===== src/rtl/down_counter_pkg.sv =====
// down_counter_pkg: shared mode codes and FSM state encoding for the down counter
package down_counter_pkg;
  localparam logic [1:0] MODE_WRAP    = 2'b00;
  localparam logic [1:0] MODE_ONESHOT = 2'b01;
  localparam logic [1:0] MODE_HOLD    = 2'b10;
  localparam logic [1:0] MODE_ZERO    = 2'b11;
  typedef enum logic [1:0] {
    S_IDLE = 2'd0,
    S_RUN  = 2'd1,
    S_DONE = 2'd2
  } state_t;
endpackage


===== src/rtl/tick_gen.sv =====
// tick_gen: free-running prescaler emitting a one-clk tick every DIV clocks
module tick_gen #(
  parameter int unsigned DIV = 50_000_000
) (
  input  logic clk,
  input  logic Clear,
  output logic tick
);
  localparam int W = $clog2(DIV);
  logic [W-1:0] cnt;
  assign tick = cnt == W'(DIV - 1);
  // count 0..DIV-1 and wrap; only Clear restarts the phase
  always_ff @(posedge clk) begin
    if (Clear) cnt <= '0;
    else cnt <= tick ? '0 : cnt + 1'b1;
  end
endmodule


===== src/rtl/four_bit_down_counter.sv =====
// four_bit_down_counter: loadable tick-paced down counter with wrap/one-shot/hold/zero modes; DOWN_COUNTER_AUTORELOAD_EN makes one-shot periodic
module four_bit_down_counter
  import down_counter_pkg::*;
#(
  parameter int unsigned DIV   = 50_000_000,
  parameter int          WIDTH = 4
) (
  input  logic             clk,
  input  logic             Clear,
  input  logic [1:0]       sel,
  input  logic             load,
  input  logic [WIDTH-1:0] load_val,
  output logic [WIDTH-1:0] Q,
  output logic             zero,
  output logic             done
);
  logic             tick;
  logic             run_tick;
  logic             expire;
  logic             rearm;
  logic [WIDTH-1:0] reload;
  logic [WIDTH-1:0] q_nxt;
  state_t           st;
  tick_gen #(.DIV(DIV)) u_tick (
    .clk  (clk),
    .Clear(Clear),
    .tick (tick)
  );
`ifdef DOWN_COUNTER_AUTORELOAD_EN
  assign rearm = reload != '0;
`else
  assign rearm = 1'b0;
`endif
  assign run_tick = sel == MODE_ONESHOT && st == S_RUN && tick;
  assign expire   = run_tick && Q == WIDTH'(1);
  // next count: load beats mode action; zero mode is not tick-gated
  always_comb begin
    q_nxt = load                      ? load_val :
            sel == MODE_ZERO          ? '0 :
            sel == MODE_WRAP && tick  ? Q - 1'b1 :
            expire                    ? (rearm ? reload : '0) :
            run_tick                  ? Q - 1'b1 : Q;
  end
  // count, flags, reload register and one-shot FSM; zero tracks next-state Q
  always_ff @(posedge clk) begin
    if (Clear) begin
      Q      <= '0;
      zero   <= 1'b1;
      done   <= 1'b0;
      reload <= '0;
      st     <= S_IDLE;
    end else begin
      Q    <= q_nxt;
      zero <= q_nxt == '0;
      done <= !load && expire;
      if (load) begin
        reload <= load_val;
        st     <= (sel == MODE_ONESHOT && load_val != '0) ? S_RUN : S_IDLE;
      end else begin
        case (sel)
          MODE_ONESHOT: begin
            if (st == S_IDLE && tick && Q != '0) st <= S_RUN;
            else if (expire && !rearm) st <= S_DONE;
          end
          MODE_HOLD: ;
          default: st <= S_IDLE;
        endcase
      end
    end
  end
endmodule


===== config.mk =====
export PLATFORM = sky130hd
export DESIGN_NAME = four_bit_down_counter
export DESIGN_NICKNAME = d
export VERILOG_FILES = /design/src/rtl/down_counter_pkg.sv /design/src/rtl/tick_gen.sv /design/src/rtl/four_bit_down_counter.sv
export SDC_FILE = /design/constraint.sdc
export NUM_CORES = 1
export LEC_CHECK = 0
export CAP_MARGIN = 20
export CORE_ASPECT_RATIO = 1.2
export CORE_UTILIZATION = 40
export DETAILED_ROUTE_END_ITERATION = 10
export PLACE_DENSITY = 0.58
export SYNTH_ARGS = -nofsm -noshare
export SYNTH_HDL_FRONTEND = slang
export SYNTH_HIERARCHICAL = 1
export SYNTH_SLANG_ARGS = --single-unit
export TNS_END_PERCENT = 100

===== constraint.sdc =====
create_clock -name clk -period 6.1 [get_ports clk]
set_input_delay 0.61 -clock clk [delete_from_list [all_inputs] [get_ports clk]]
set_output_delay 0.61 -clock clk [all_outputs]
set_load 0.02 [all_outputs]

After elaboration in Yosys (flattened, before gate mapping)
Cells that the tools add are included.
{"block": "word_totals", "register_bits": 34, "in_bits": 9, "out_inout_bits": 6, "elab_cells": 41}
{"block": "classes", "add_sub_neg": 2, "eq_ne": 8, "mux": 10, "reduce_logical": 16}
{"cell": "adder 26 x 1 -> 26 bit (second input constant)", "n": 1}
{"cell": "== test 26 bit (second input constant)", "n": 1}
{"cell": "two-way mux 4 bit", "n": 5}
{"cell": "logical AND 1 bit", "n": 8}
{"cell": "nonzero test 4 bit", "n": 2}
{"cell": "two-way mux 2 bit", "n": 3}
{"cell": "== test 2 x 1 -> 1 bit (second input constant)", "n": 2}
{"cell": "== test 2 bit (second input constant)", "n": 2}
{"cell": "== test 4 x 1 -> 1 bit (second input constant)", "n": 1}
{"cell": "zero test 2 bit", "n": 2}
{"cell": "zero test 4 bit", "n": 1}
{"cell": "inequality test 4 x 3 -> 1 bit (second input constant)", "n": 1}
{"cell": "case mux 2 bit (2 select lines)", "n": 1}
{"cell": "subtractor 4 x 1 -> 4 bit (second input constant)", "n": 1}
{"cell": "inequality test 2 bit (second input constant)", "n": 1}
{"cell": "AND reduction 2 bit", "n": 1}
{"cell": "OR reduction 2 bit", "n": 1}
{"cell": "zero test 1 bit", "n": 1}
{"cell": "two-way mux 1 bit", "n": 1}

Longest topological paths before layout
Gate-level depths: netlist (run 1).
{"block": "logic_depth", "word_depth": 9, "mapped_depth": 9, "depth_no_buf": 9}

Hierarchy
The synthesis (run 1) kept the hierarchy.
{"module": "tick_gen", "instances": 1, "cells_per_inst": 147, "area_each_um2": 1257.5, "seq_area_each_um2": 520.5}
{"module": "four_bit_down_counter", "instances": 1, "cells_per_inst": 62, "area_each_um2": 513.0, "seq_area_each_um2": 160.2}

Least setup slack after synthesis (run 1)
Ideal clock, no wire load.
{"block": "synth_path", "kind": "reg-to-reg", "startpoint": "register u_tick.cnt[0]", "endpoint": "register zero", "setup_time_ns": 0.130, "arrival_ns": 2.641, "required_ns": 5.970, "slack_ns": 3.329, "stages_incl_launch_ff": 10, "n_path_buf": 0, "period_less_slack_ns": 2.771, "path_cell_list": "dfxtp_1 > ha_1 > nand4_1 > or4b_2 > nor3_1 > nand2b_4 > a21oi_1 > mux2_2 > a21oi_1 > nor4_2"}
{"block": "synth_between", "elab_chain_len": 8, "elab_cells_between_ends": 10, "classes_between": "eq/ne (1); mux (5); reduce/logical (4)"}
{"element": "start: declaration", "line_no": "tick_gen.sv:10", "source": "logic [W-1:0] cnt;"}
{"element": "start signal: assignment", "line_no": "tick_gen.sv:15", "source": "else cnt <= tick ? '0 : cnt + 1'b1;"}
{"element": "== test 26 bit (*)", "line_no": "tick_gen.sv:11", "source": "assign tick = cnt == W'(DIV - 1);"}
{"element": "via tick", "line_no": "four_bit_down_counter.sv:17", "source": "logic tick;"}
{"element": "logical AND 1 bit", "line_no": "four_bit_down_counter.sv:34", "source": "assign run_tick = sel == MODE_ONESHOT && st == S_RUN && tick;"}
{"element": "two-way mux 4 bit / logical AND 1 bit (equally long branches)", "line_no": "four_bit_down_counter.sv:42, four_bit_down_counter.sv:35"}
{"element": "two-way mux 4 bit", "line_no": "four_bit_down_counter.sv:41", "source": "expire ? (rearm ? reload : '0) :"}
{"element": "two-way mux 4 bit (*)", "line_no": "four_bit_down_counter.sv:40", "source": "sel == MODE_WRAP && tick ? Q - 1'b1 :"}
{"element": "two-way mux 4 bit (*)", "line_no": "four_bit_down_counter.sv:39", "source": "sel == MODE_ZERO ? '0 :"}
{"element": "two-way mux 4 bit (*)", "line_no": "four_bit_down_counter.sv:38", "source": "q_nxt = load ? load_val :"}
{"element": "zero test 4 bit (*)", "line_no": "four_bit_down_counter.sv:54", "source": "zero <= q_nxt == '0;"}
{"element": "end signal: assignment", "line_no": "four_bit_down_counter.sv:48", "source": "zero <= 1'b1;"}
{"element": "end signal: assignment", "line_no": "four_bit_down_counter.sv:54"}
{"element": "end: declaration", "line_no": "four_bit_down_counter.sv:14", "source": "output logic zero,"}
The timed path passes the listed nets; every way through them passes the cells marked *.
A chain may end at the register's enable or synchronous reset.

Final worst setup path (run 1)
Same ends and word-level chain as after synthesis.

==> summary.md, run 1 <==
- finished, final reports clean — status
- dfxtp_1 — leading area contributor after synthesis
- 5.59 — routed vias/inst
- u_tick/cnt[0]$_SDFF_PP0_ — origin of the worst min-delay path
- a21oi_1 — most frequent cell on the critical path
- 0 — hold buffer count at cts
- 424 — number of fill cells
- 234 — layout net count
- 0.000662 uW — Static Leakage
- ha_1, nand4_1, or4b_2, nor3_1, nand2b_4, a21oi_1, mux2_2, a21oi_1, nor4_2 — ordered cell list for the critical path
- 50.3% — share of the clock period used by the worst path
- 0 — Final Max Slew Viols
- 0.28 ns — clock network latency to the later pin of the worst-skew pair
- 1.05 ns — transition time at the pin with the least slew margin
- 6 — yosys synthesis warning count
- flip-flop — crit path capture type
- 0 — final global-route overflow total
- 2920 um — post-detail-place hpwl
- 0 — initial antenna violation count
- 6530 um — wire length of the first global-routing pass
- 26 — Placement Rows
- yes — TritonCTS clock tree
- 211 nW/um^2 — pwr/cell area
- 0 — count of instances resized after the clock tree is built
- 0.07 ns — Reg clk slew, reported paths
- 13.8 um — average routed wire per standard cell
- 62.7 um — Die Wd
- 0 — number of antenna repair diodes
- 0.72 ns — Slowest Stage Delay on Critical Path
- 34 — number of clock sinks seen by CTS
- clkbuf_8 — Clock Tree Root
- 221 — Post-Syn Nets
- 0 ns — total negative setup slack
- 0 — Max-Cap Viols
- flip-flop — CP Launch Type
- 326 MHz — maximum clock rate
- dfxtp_1, a21oi_1, xnor2_1 — ranking of synthesized cells by area
- dfxtp_1 — most common flop cell mapped by yosys
- 0 — post-CTS repair timing setup buffer count
- 0 — Final setup violation count
- 0 — number of nets with antenna violations after routing
- 43 — distinct cell type count of the synthesized netlist
- 80 um — wire length on met3
- 30.2% — worst relative slew slack
- dfxtp_1 — top-count cell post-synth
- 0.811 — routability-driven placement congestion ratio
- dfxtp_1, nor2_1, nand2_1 — cell types with the highest counts after synthesis
- 2090 um — sum of met2 wire segment lengths after detailed routing
- 5 — number of buffers inserted during clock tree synthesis
- 6.27 ns — Critical Path RT
- 2 — H-tree depth
- 0% — ys async rst share
- 3.03 ns — FF-to-FF setup slack
- 26 — pin count of the biggest net entering global routing
- 4260 um^2 — area of the placeable core
- 9 — cells on worst reg2reg path
- flip-flop to flip-flop — class of the most critical setup path
- 14.1% — synthesis-to-finish area growth
- 2 — CTS Buffer Depth
- 1 — number of cells on the worst hold path
- u_tick/cnt[0]$_SDFF_PP0_ — critical register-to-register path startpoint
- u_tick/cnt[0]$_SDFF_PP0_ — worst hold endpoint
- 74.9 um — die height
- 0 — final hold violation count
- 7.69% — fraction of final layout cells with drive strength greater than 1
- flip-flop to flip-flop — HP Class
- 14 — number of buffers inserted by port buffering
- 0 — count of flip-flops with a built-in enable after synthesis
- 81 — drt initial violations
- 1770 um^2 — Synth Cell Area
- met4 — DR top layer
- 0.00757 ns — Setup Skew
- 41.5% — initial core utilization
- 209 — Synth Instances
- 0 — drt drc
- or4b_2 — master of the slowest instance on the critical path
- 15 — I/O pin cnt
- zero$_SDFF_PP1_ — capturing point of the worst reg2reg path
- 4700 um^2 — die area
- 3.24 ns — data arrival time of the critical path
- 18.1% — Total GRT Usage
- no — unrepaired setup endpoints after global routing
- 38.4% — fraction of synthesized cell area taken by the top area cell type
- 0.000128 V — peak supply drop
- 34 — synthesis-stage register bit count
- 5 — router iterations before antenna repair
- 1,505 — vias in the first global route
- 0.468 ns — worst hold-check slack
- 8.47 um^2 — synthesized area per cell
- 1580 um — met1 routed wirelength after detailed routing
- 5 — maximum net fanout on the critical path
- 1,549 — total via count after detailed routing
- 3.07 ns — final critical path time including I/O delays and setup
- 38.4% — share of synthesized area occupied by flip-flops and latches
- 3830 um — Routed WL
metrics by stage:
| step | cells | util [%] | area [um^2] | setup slack (ns) | total power (uW) |
|---|---|---|---|---|---|
| 2_1_floorplan | 209 | - | 1770 | 3.33 | 254 |
| 3_3_place_gp | 271 | 45.4 | 1940 | 3.17 | 267 |
| 3_5_place_dp | 271 | 45.4 | 1940 | 3.06 | 269 |
| 4_1_cts | 277 | 47.4 | 2020 | 3.05 | 433 |
| 5_1_grt | 277 | 47.4 | 2020 | 2.78 | 444 |
| 6_report | 277 | 47.4 | 2020 | 3.03 | 426 |
cell usage in the layout (no fill, tap or decap), types with 2 or more instances in the layout:
cell type        count
clkdlybuf4s50_1     14
nor4_1               3
o21ai_0              9
or3_1                5
a21o_1               2
nand4b_1             2
ha_1                 3
xnor2_1              8
inv_1                9
and3_1               3
a211oi_1             3
a21oi_1             14
clkbuf_8             6
nand2_1             17
xor2_1               7
or4_1                6
or4b_2               2
nor4b_1              2
nand2b_1             2
o31ai_1              3
nor2_1              18
nor3_1              10
and4_1               3
nand4_1              8
dfxtp_1             34
nand3_1             12
nor2b_1              2
critical path, delay by kind of cell, from the launching register on:
kind | cells | cell delay [ns]
AO/OA/AOI/OAI | 2 | 0.41
adder cells (fa/ha/maj) | 1 | 0.24
flip-flops | 1 | 0.38
AND/OR/NAND/NOR | 5 | 1.54
multiplexers | 1 | 0.38
cell type report:
type	instances	area [um^2]	area share [%]
sequential	34	681	33.7
timing repair buffer	14	140	6.94
tap	56	70.1	3.47
clock buffer	6	82.6	4.09
multi-input combinational	158	1010	50.1
inverter	9	33.8	1.67
layer usage:
| layer | global-route usage, % | vias to the layer above |
|---|---|---|
| li1 | - | 782 |
| met1 | 18.2 | 734 |
| met2 | 36.0 | 26 |
| met3 | 3.64 | 7 |
| met4 | 8.53 | 0 |
| met5 | 0 | - |
registers in the layout (all words and copies together), names as in the netlist:
signal	flops
done	1
Q	4
u_tick/cnt	26
zero	1
st	2
power breakdown:
part	internal, uW	switching (uW)	total (uW)
Combinational	15.6	17.2	32.8
Clock	87.0	75.9	163
Sequential	226	4.36	230
Total	329	97.5	426
how the worst max path moves through the flow:
stage / to / cells after the start / startpoint
after floorplan: zero$_SDFF_PP1_ / 9 / u_tick/cnt[0]$_SDFF_PP0_
after global placement: zero$_SDFF_PP1_ / 9 / u_tick/cnt[0]$_SDFF_PP0_
after detailed placement: zero$_SDFF_PP1_ / 9 / u_tick/cnt[0]$_SDFF_PP0_
after CTS: zero$_SDFF_PP1_ / 9 / u_tick/cnt[0]$_SDFF_PP0_
after global routing: zero$_SDFF_PP1_ / 9 / u_tick/cnt[0]$_SDFF_PP0_
final: zero$_SDFF_PP1_ / 9 / u_tick/cnt[0]$_SDFF_PP0_
cells by family (layout without fill, tap and decap cells):
kind of cell	count (synthesis)	count (layout)	synth area share [%]
and+or+nand+nor	103	103	34.1
AOI/OAI and AO/OA	36	36	12.9
DFF	34	34	38.4
buffers and inverters	17	29	4.38
xor gates and xnor gates	15	15	7.42
adders and majority gates	3	3	2.12
muxes	1	1	0.636
No activity file was read; power rests on OpenSTA's default activity.
==> run 2, diff against run 1 <==
- PLACE_DENSITY: 0.58 -> 0.6
- clock period: 6.1 -> 2.6 ns (I/O delays scaled with it)
==> summary.md, run 2 (synthesized netlist as in run 1, its figures left out) <==
- dfxtp_1, nor2_1, nand2_1, buf_4 — commonest non-fill, non-tap cells in the layout
- 26 — max reg flops
- 0 — Final Max Slew Viols
- 0.0123 ns — Setup Skew
- 6680 um — wire length of the first global-routing pass
- 0 — final hold violation count
- 2980 um — post-detail-place hpwl
- -0.0312 ns — worst slack, placed
- 0.16 ns — FF-to-FF setup slack
- no — unrepaired setup endpoints after global routing
- 2060 um^2 — area after detailed placement
- or4b_4 — master of the slowest instance on the critical path
- dfxtp_1 — commonest non-fill, non-tap cell in the layout
- 0.000788 uW — Static Leakage
- flip-flop — CP Launch Type
- flip-flop — crit path capture type
- 0.08 ns — Reg clk slew, reported paths
- 250 — layout net count
- 93.7% — share of the clock period used by the worst path
- a21oi_1 — most frequent cell on the critical path
- 0.000301 V — peak supply drop
- 0.850 — routability-driven placement congestion ratio
- 41.5% — initial core utilization
- 18.8% — Total GRT Usage
- 3 — maximum net fanout on the critical path
- 0.29 ns — clock network latency to the later pin of the worst-skew pair
- 2 — H-tree depth
- 5.49 — routed vias/inst
- 0 — number of nets with antenna violations after routing
- 0 — final global-route overflow total
- 138 — drt initial violations
- 3960 um — Routed WL
- 0 — initial antenna violation count
- 0 ns — total negative setup slack
- yes — TritonCTS clock tree
- 14 — pin count of the biggest net entering global routing
- flip-flop to flip-flop — HP Class
- 4 — router iterations before antenna repair
- 0.456 ns — transition time at the pin with the least slew margin
- 2.77 ns — Critical Path RT
- 2.61 ns — data arrival time of the critical path
- 2.44 ns — final critical path time including I/O delays and setup
- finished, final reports clean — status
- 26 — Placement Rows
- 4260 um^2 — area of the placeable core
- 74.9 um — die height
- 4700 um^2 — die area
- 550 nW/um^2 — pwr/cell area
- 15.9% — fraction of final layout cells with drive strength greater than 1
- 13.4 um — average routed wire per standard cell
- 34 — number of clock sinks seen by CTS
- 69.3% — worst relative slew slack
- 5 — number of buffers inserted during clock tree synthesis
- 0.59 ns — Slowest Stage Delay on Critical Path
- 410 MHz — maximum clock rate
- 1,619 — total via count after detailed routing
- 15 — I/O pin cnt
- 1220 uW — power after layout
- 14 — number of buffers inserted by port buffering
- u_tick/cnt (26), Q (4), st (2) — top flop regs
- 9 — cells on worst reg2reg path
- 0 — Final setup violation count
- 1,420 — vias in the first global route
- 2 — number of cells on the worst hold path
- 0 — Max-Cap Viols
- clkbuf_8 — Clock Tree Root
- ha_1, nand4_1, or4b_4, nor3_4, nand2b_4, a21oi_1, mux2_2, a21oi_1, nor4_2 — ordered cell list for the critical path
- 2220 um^2 — final std cell area, no fill
- 2 — CTS Buffer Depth
- 25.2% — synthesis-to-finish area growth
- 0 — drt drc
- 0 — number of antenna repair diodes
- 62.7 um — Die Wd
- 0.164 ns — crit path setup slack, layout
- u_tick/cnt — register with the highest flop count
- flip-flop to flip-flop — class of the most critical setup path
==> run 2: timing repair <==
| item | in CTS | in global routing |
|---|---|---|
| pin swaps | 1 | 1 |
| hold buffers | 0 | 0 |
| resized for setup | 1 | 2 |
| setup buffers | 1 | 0 |
| endpoints found under the hold margin | 0 | 0 |
| endpoints found under the setup margin | 1 | 3 |
==> run 2: critical path: cells and delay by family, from the launching register on <==
family | cells | cell delay [ns]
AOI/OAI and AO/OA | 2 | 0.39
muxes | 1 | 0.37
adders and majority gates | 1 | 0.16
DFF | 1 | 0.33
and+or+nand+nor | 5 | 1.08
==> run 2: final timing paths <==
| kind | from | to |
|---|---|---|
| setup / recovery | u_tick/cnt[1]$_SDFF_PP0_ | zero$_SDFF_PP1_ |
| hold / removal | u_tick/cnt[20]$_SDFF_PP0_ | u_tick/cnt[20]$_SDFF_PP0_ |
| setup reg to reg | u_tick/cnt[1]$_SDFF_PP0_ | zero$_SDFF_PP1_ |
| hold reg to reg | u_tick/cnt[20]$_SDFF_PP0_ | u_tick/cnt[20]$_SDFF_PP0_ |
==> run 2: metrics by stage <==
| stage | hold slack [ns] | util, % | std cells |
|---|---|---|---|
| 3_5_place_dp | 0.497 | 48.4 | 286 |
| 3_3_place_gp | 0.490 | 48.4 | 286 |
| 5_1_grt | 0.544 | 52.0 | 295 |
| 6_report | 0.504 | 52.0 | 295 |
| 4_1_cts | 0.508 | 51.8 | 295 |
| 2_1_floorplan | 0.329 | - | 209 |
==> run 2: power by group <==
| group | internal [uW] | switching, uW |
|---|---|---|
| Clock | 384 | 207 |
| Combinational | 43.9 | 45.9 |
| Sequential | 530 | 7.82 |
| Total | 958 | 261 |
==> run 2: final cells by class <==
| cell class | instances | area [um^2] |
|---|---|---|
| Fill cell | 403 | 2040 |
| Multi-Input combinational cell | 158 | 1030 |
| Sequential cell | 34 | 681 |
| Timing Repair Buffer | 30 | 260 |
| Tap cell | 56 | 70.1 |
| Clock buffer | 5 | 68.8 |
| Clock inverter | 3 | 68.8 |
| Inverter | 9 | 33.8 |
==> run 2: metal layers <==
layer	GRT usage (%)	routed length [um]	vias to the layer above
met5	0	0	-
met4	9.30	75	0
met3	5.15	180	8
met2	30.3	1870	37
met1	23.5	1840	758
li1	-	-	816
